File: src/rtl/alu_seq_pkg.sv
// Shared widths and the command record that flows from the issue FIFO to the ALU.
package alu_seq_pkg;
    localparam int DATA_W = 8;
    localparam int OP_W   = 3;

    typedef struct packed {
        logic [DATA_W-1:0] a;
        logic [DATA_W-1:0] b;
        logic [OP_W-1:0]   op;
    } alu_cmd_t;
endpackage

File: src/rtl/alu_cmd_fifo.sv
// Synchronous command FIFO; push is ignored when full and pop when empty, with no bypass paths.
module alu_cmd_fifo
    import alu_seq_pkg::*;
#(
    parameter  int DEPTH = 4,
    localparam int CW    = $clog2(DEPTH + 1),
    localparam int PW    = $clog2(DEPTH)
) (
    input  logic          clk,
    input  logic          rst_n,
    input  logic          i_push,
    input  alu_cmd_t      i_data,
    input  logic          i_pop,
    output alu_cmd_t      o_head,
    output logic          o_full,
    output logic          o_empty,
    output logic [CW-1:0] o_count
);
    alu_cmd_t      r_mem [DEPTH];
    logic [PW-1:0] r_wptr;
    logic [PW-1:0] r_rptr;
    logic [CW-1:0] r_count;
    logic          w_push;
    logic          w_pop;

    assign o_full  = (r_count == CW'(DEPTH));
    assign o_empty = (r_count == '0);
    assign o_count = r_count;
    assign o_head  = r_mem[r_rptr];
    assign w_push  = i_push && !o_full;
    assign w_pop   = i_pop && !o_empty;

    // Storage carries no reset; occupancy and pointers alone define validity.
    always_ff @(posedge clk) begin
        if (w_push) r_mem[r_wptr] <= i_data;
    end

    always_ff @(posedge clk or negedge rst_n) begin
        if (!rst_n) begin
            r_wptr  <= '0;
            r_rptr  <= '0;
            r_count <= '0;
        end else begin
            if (w_push) r_wptr <= r_wptr + PW'(1);
            if (w_pop)  r_rptr <= r_rptr + PW'(1);
            case ({w_push, w_pop})
                2'b10:   r_count <= r_count + CW'(1);
                2'b01:   r_count <= r_count - CW'(1);
                default: r_count <= r_count;
            endcase
        end
    end
endmodule

File: src/rtl/alu_cmd_sequencer.sv
// Issue stage for the combinational ALU: FIFO -> registered operands/enable -> result register.
module alu_cmd_sequencer
    import alu_seq_pkg::*;
#(
    parameter  int DEPTH = 4,
    localparam int CW    = $clog2(DEPTH + 1)
) (
    input  logic              clk,
    input  logic              rst_n,
    input  logic              cmd_valid,
    output logic              cmd_ready,
    input  logic [DATA_W-1:0] cmd_a,
    input  logic [DATA_W-1:0] cmd_b,
    input  logic [OP_W-1:0]   cmd_op,
    output logic [DATA_W-1:0] A,
    output logic [DATA_W-1:0] B,
    output logic [OP_W-1:0]   operation,
    output logic              en,
    input  logic [DATA_W-1:0] alu_out,
    output logic              res_valid,
    input  logic              res_ready,
    output logic [DATA_W-1:0] res_data,
    output logic [OP_W-1:0]   res_op,
    output logic [CW-1:0]     fifo_count
);
    alu_cmd_t          w_head;
    alu_cmd_t          w_cmd;
    logic              w_full;
    logic              w_empty;
    logic              w_push;
    logic              w_capture;
    logic              w_issue;
    alu_cmd_t          r_iss;
    logic              r_en;
    logic              r_res_valid;
    logic [DATA_W-1:0] r_res_data;
    logic [OP_W-1:0]   r_res_op;

    assign w_cmd     = '{a: cmd_a, b: cmd_b, op: cmd_op};
    assign cmd_ready = !w_full;
    assign w_push    = cmd_valid && cmd_ready;
    assign w_capture = r_en && (!r_res_valid || res_ready);
    // The ALU slot frees up either because it is idle or because its result leaves this edge.
    assign w_issue   = !w_empty && (!r_en || w_capture);

    alu_cmd_fifo #(.DEPTH(DEPTH)) u_fifo (
        .clk     (clk),
        .rst_n   (rst_n),
        .i_push  (w_push),
        .i_data  (w_cmd),
        .i_pop   (w_issue),
        .o_head  (w_head),
        .o_full  (w_full),
        .o_empty (w_empty),
        .o_count (fifo_count)
    );

    always_ff @(posedge clk or negedge rst_n) begin
        if (!rst_n) begin
            r_iss <= '0;
            r_en  <= 1'b0;
        end else if (w_issue) begin
            r_iss <= w_head;
            r_en  <= 1'b1;
        end else if (w_capture) begin
            r_en  <= 1'b0;
        end
    end

    always_ff @(posedge clk or negedge rst_n) begin
        if (!rst_n) begin
            r_res_valid <= 1'b0;
            r_res_data  <= '0;
            r_res_op    <= '0;
        end else if (w_capture) begin
            r_res_valid <= 1'b1;
            r_res_data  <= alu_out;
            r_res_op    <= r_iss.op;
        end else if (r_res_valid && res_ready) begin
            r_res_valid <= 1'b0;
        end
    end

    assign A         = r_iss.a;
    assign B         = r_iss.b;
    assign operation = r_iss.op;
    assign en        = r_en;
    assign res_valid = r_res_valid;
    assign res_data  = r_res_data;
    assign res_op    = r_res_op;
endmodule

File: config.mk
export PLATFORM = sky130hd
export DESIGN_NAME = alu_cmd_sequencer
export DESIGN_NICKNAME = d
export VERILOG_FILES = /design/src/rtl/alu_seq_pkg.sv /design/src/rtl/alu_cmd_fifo.sv /design/src/rtl/alu_cmd_sequencer.sv
export SDC_FILE = /design/constraint.sdc
export NUM_CORES = 1
export LEC_CHECK = 0
export BUFFER_PORTS_ARGS = -buffer_cell sky130_fd_sc_hd__buf_2
export CAP_MARGIN = 10
export CORE_MARGIN = 3
export CORE_UTILIZATION = 40
export DETAILED_ROUTE_END_ITERATION = 10
export PLACE_DENSITY = 0.6
export SKIP_CTS_REPAIR_TIMING = 1
export SYNTH_ARGS = -nofsm -noshare
export SYNTH_HDL_FRONTEND = slang
export SYNTH_SLANG_ARGS = --single-unit
File: constraint.sdc
create_clock -name clk -period 3.13 [get_ports clk]
set_clock_uncertainty 0.1 [all_clocks]
set_input_delay 0.7825 -clock clk [delete_from_list [all_inputs] [get_ports clk]]
set_output_delay 0.7825 -clock clk [all_outputs]
set_load 0.03 [all_outputs]
==> flow_summary.json <==
{
  "cts_buffers": 17,
  "cts.sinks": 115,
  "instances_no_fill": 432,
  "grt_max_degree": 40,
  "pwr_density_cell_nw_per_um2": 1090,
  "seqPwrFrac_pct": 40.1,
  "synth-seq-cells": 115,
  "ys_warn_count": 0,
  "r2r_start": "u_fifo.o_count[0]",
  "port_buffers": 66,
  "rsz0062_at_grt": "false",
  "slowest_delay_ns": 0.46,
  "min_path_type": "input port to asynchronous set/reset pin",
  "dpl_worst_slack_ns": 0.706,
  "antenna_found_initial": 1,
  "io_pins": 67,
  "period_minus_slack_ns": 2.50,
  "grtUsageMet1_pct": 14.3,
  "total_power_w": 0.00587,
  "drt-total-wl_um": 7270,
  "crit_path_end_kind": "output pin",
  "ant_nets": 0,
  "clock.fmax_mhz": 401,
  "area_growth_syn_to_layout_pct": 23.7,
  "outcome": "complete, no violations",
  "critPathRequiredTime_ns": 2.25,
  "gr-total-overflow": 0,
  "finalSetupTns_ns": 0,
  "cts_tree": "yes",
  "drcViolationCount": 0,
  "critPathMaxFanout": 6,
  "period_share_pct": 79.7,
  "worst-setup-path-type": "flop to output pin",
  "use_met2_pct": 22.2,
  "fillers": 888,
  "crit_chain": "or3b_4, buf_2",
  "critPathSlowestCell": "dfrtp_1",
  "grtUsageMet3_pct": 5.59,
  "synth.net_count": 240,
  "syn_area_sq_um": 4350,
  "async_reset_ff_share_pct": 33.9,
  "routedWlPerCell_um": 16.8,
  "ys_top_cells_by_count": "edfxtp_1 (76), dfrtp_1 (39), mux2_2 (31)",
  "r2r_end": "u_fifo.o_count[1]",
  "reg2regPathDepth": 6,
  "synth_top_cell_by_area": "edfxtp_1",
  "top_usage_layer": "met2",
  "layout-drive-gt1-share_pct": 52.0,
  "ys_top_cells_by_area": "edfxtp_1 (53%), dfrtp_1 (22%), mux4_2 (9.8%)",
  "setup_violations": 0,
  "drt_iter0_markers": 77,
  "netlist_instances": 203,
  "vias": 2069,
  "initial_core_util_pct": 41.5,
  "worstSetupPathDepth": 2,
  "gp_congestion": 0.704,
  "routed_via_density": 4.79,
  "leakage_nw": 2.06,
  "clkLatencyLatePin_ns": 0.50,
  "drv_cap": 0,
  "fin_area_sq_um": 5380,
  "worst_slew_pin_slew_ns": 0.928,
  "vdd_drop_max_uv": 442,
  "hpwl_um": 4430,
  "grt_usage_pct": 13.1,
  "placement_rows": 37,
  "crit_family": "flip-flops",
  "clockBufferDepth": 2,
  "n_antenna_cell": 0,
  "die_h_um": 110,
  "synth_edf_count": 76,
  "fin_ws_ns": 0.635,
  "r2r_slack_ns": 0.87,
  "endpoint": "cmd_ready",
  "maxSlewViolCount": 0,
  "start_kind": "flop",
  "grt_pass1_vias": 2184,
  "drt_pass1_iterations": 4,
  "synth_top_area_share_pct": 52.5,
  "place_area_sq_um": 4830,
  "yosysMostFrequentCell": "edfxtp_1",
  "arrival_ns": 1.61,
  "nets": 320,
  "chipWidth_um": 110,
  "swShare_pct": 31.4,
  "clk_pin_slew_worst_paths_ns": 0.06,
  "p_clk_share_pct": 30.1,
  "root_buffer": "clkbuf_8",
  "htreeDepth": 4,
  "ys.flop_type": "edfxtp_1",
  "grt_pass1_wl_um": 11200,
  "cp.buffers_inverters": 1,
  "startpoint": "u_fifo.o_count[0]",
  "ys_types": 22,
  "yosysSeqAreaShare_pct": 75.0,
  "post-place-cells": 400,
  "slew_headroom_pct": 38.2,
  "core_area_sq_um": 10500,
  "hold_viol": 0,
  "die-area_sq_um": 12200,
  "comb_power_share_pct": 29.8,
  "internal-power_w": 0.00403,
  "syn_avg_cell_area_sq_um": 21.4,
  "p_switching_w": 0.00184
}
==> per-layer routing <==
metal  vias up  wire (um)
li1        960          -
met1      1041       2990
met2        58       3730
met3         8        442
met4         2         97
met5         -          9
==> cell type report <==
class | count | area [sq um] | share of cell area [%]
clock buffers | 21 | 439 | 8.16
clock inverters | 11 | 111 | 2.07
inverters | 3 | 11.3 | 0.209
multi-input cells | 78 | 1030 | 19.2
flip-flops and latches | 115 | 3260 | 60.6
well taps | 136 | 170 | 3.16
repair buffers | 68 | 358 | 6.65
==> per-stage QoR <==
| stage | hold WS [ns] | util (%) |
|---|---|---|
| floorplan | 0.387 | - |
| finish | 0.314 | 51.4 |
| global route | 0.376 | 51.4 |
| detailed placement | 0.390 | 46.1 |
| CTS | 0.336 | 51.4 |
| global placement | 0.381 | 46.1 |
==> power groups by stage <==
stage	registers, W	logic, W	clock network, W
global placement	0.00238	0.00176	0
floorplan	0.00268	0.000989	0
finish	0.00236	0.00175	0.00176
global route	0.00242	0.00190	0.00186
CTS	0.00237	0.00179	0.00181
detailed placement	0.00240	0.00179	0
==> registers in the layout (all words and copies together) (netlist names) <==
register,count
res_data,8
operation,3
B,8
en,1
res_valid,1
u_fifo.r_mem,76
u_fifo.r_wptr,2
u_fifo.o_count,3
A,8
u_fifo.r_rptr,2
res_op,3
==> worst min path at each step <==
stage          slack [ns]          end  cells past startpoint         from
2_1_floorplan        0.39         A[0]                      0        rst_n
3_3_place_gp         0.38  res_data[4]                      1  res_data[4]
3_5_place_dp         0.39  res_data[1]                      1  res_data[1]
4_1_cts              0.34         A[1]                      1        rst_n
5_1_grt              0.38         A[1]                      1        rst_n
6_report             0.31         A[1]                      1        rst_n
==> cells in the final DEF, fill, tap and decap left out <==
cell / netlist / routed
clkbuf_16: 0 / 16
bufinv_16: 0 / 2
clkinv_2: 0 / 5
clkbuf_8: 0 / 2
nand2b_1: 2 / 2
xor2_1: 2 / 2
inv_1: 3 / 3
buf_12: 0 / 1
fa_1: 1 / 1
edfxtp_1: 76 / 76
o31a_2: 1 / 1
nand2_1: 2 / 2
clkinv_1: 0 / 1
clkinvlp_4: 0 / 3
ha_1: 5 / 5
clkbuf_1: 1 / 3
xnor2_1: 4 / 4
and2_4: 1 / 1
mux2_2: 31 / 31
buf_4: 0 / 1
nand3b_1: 2 / 2
dfrtp_1: 39 / 39
nor2_1: 1 / 1
nor3_1: 1 / 1
mux2_4: 1 / 1
and3_2: 4 / 4
or3b_4: 1 / 1
mux4_2: 19 / 19
buf_2: 4 / 66
==> kinds of logic after synthesis <==
kind of cell	synth area share [%]
muxes	18.2
DFF	75.0
adders and majority gates	1.90
buffers and inverters	1.32
and+or+nand+nor	2.16
AOI/OAI and AO/OA	0.230
xor gates and xnor gates	1.21
(Power assumes the default switching activity.)
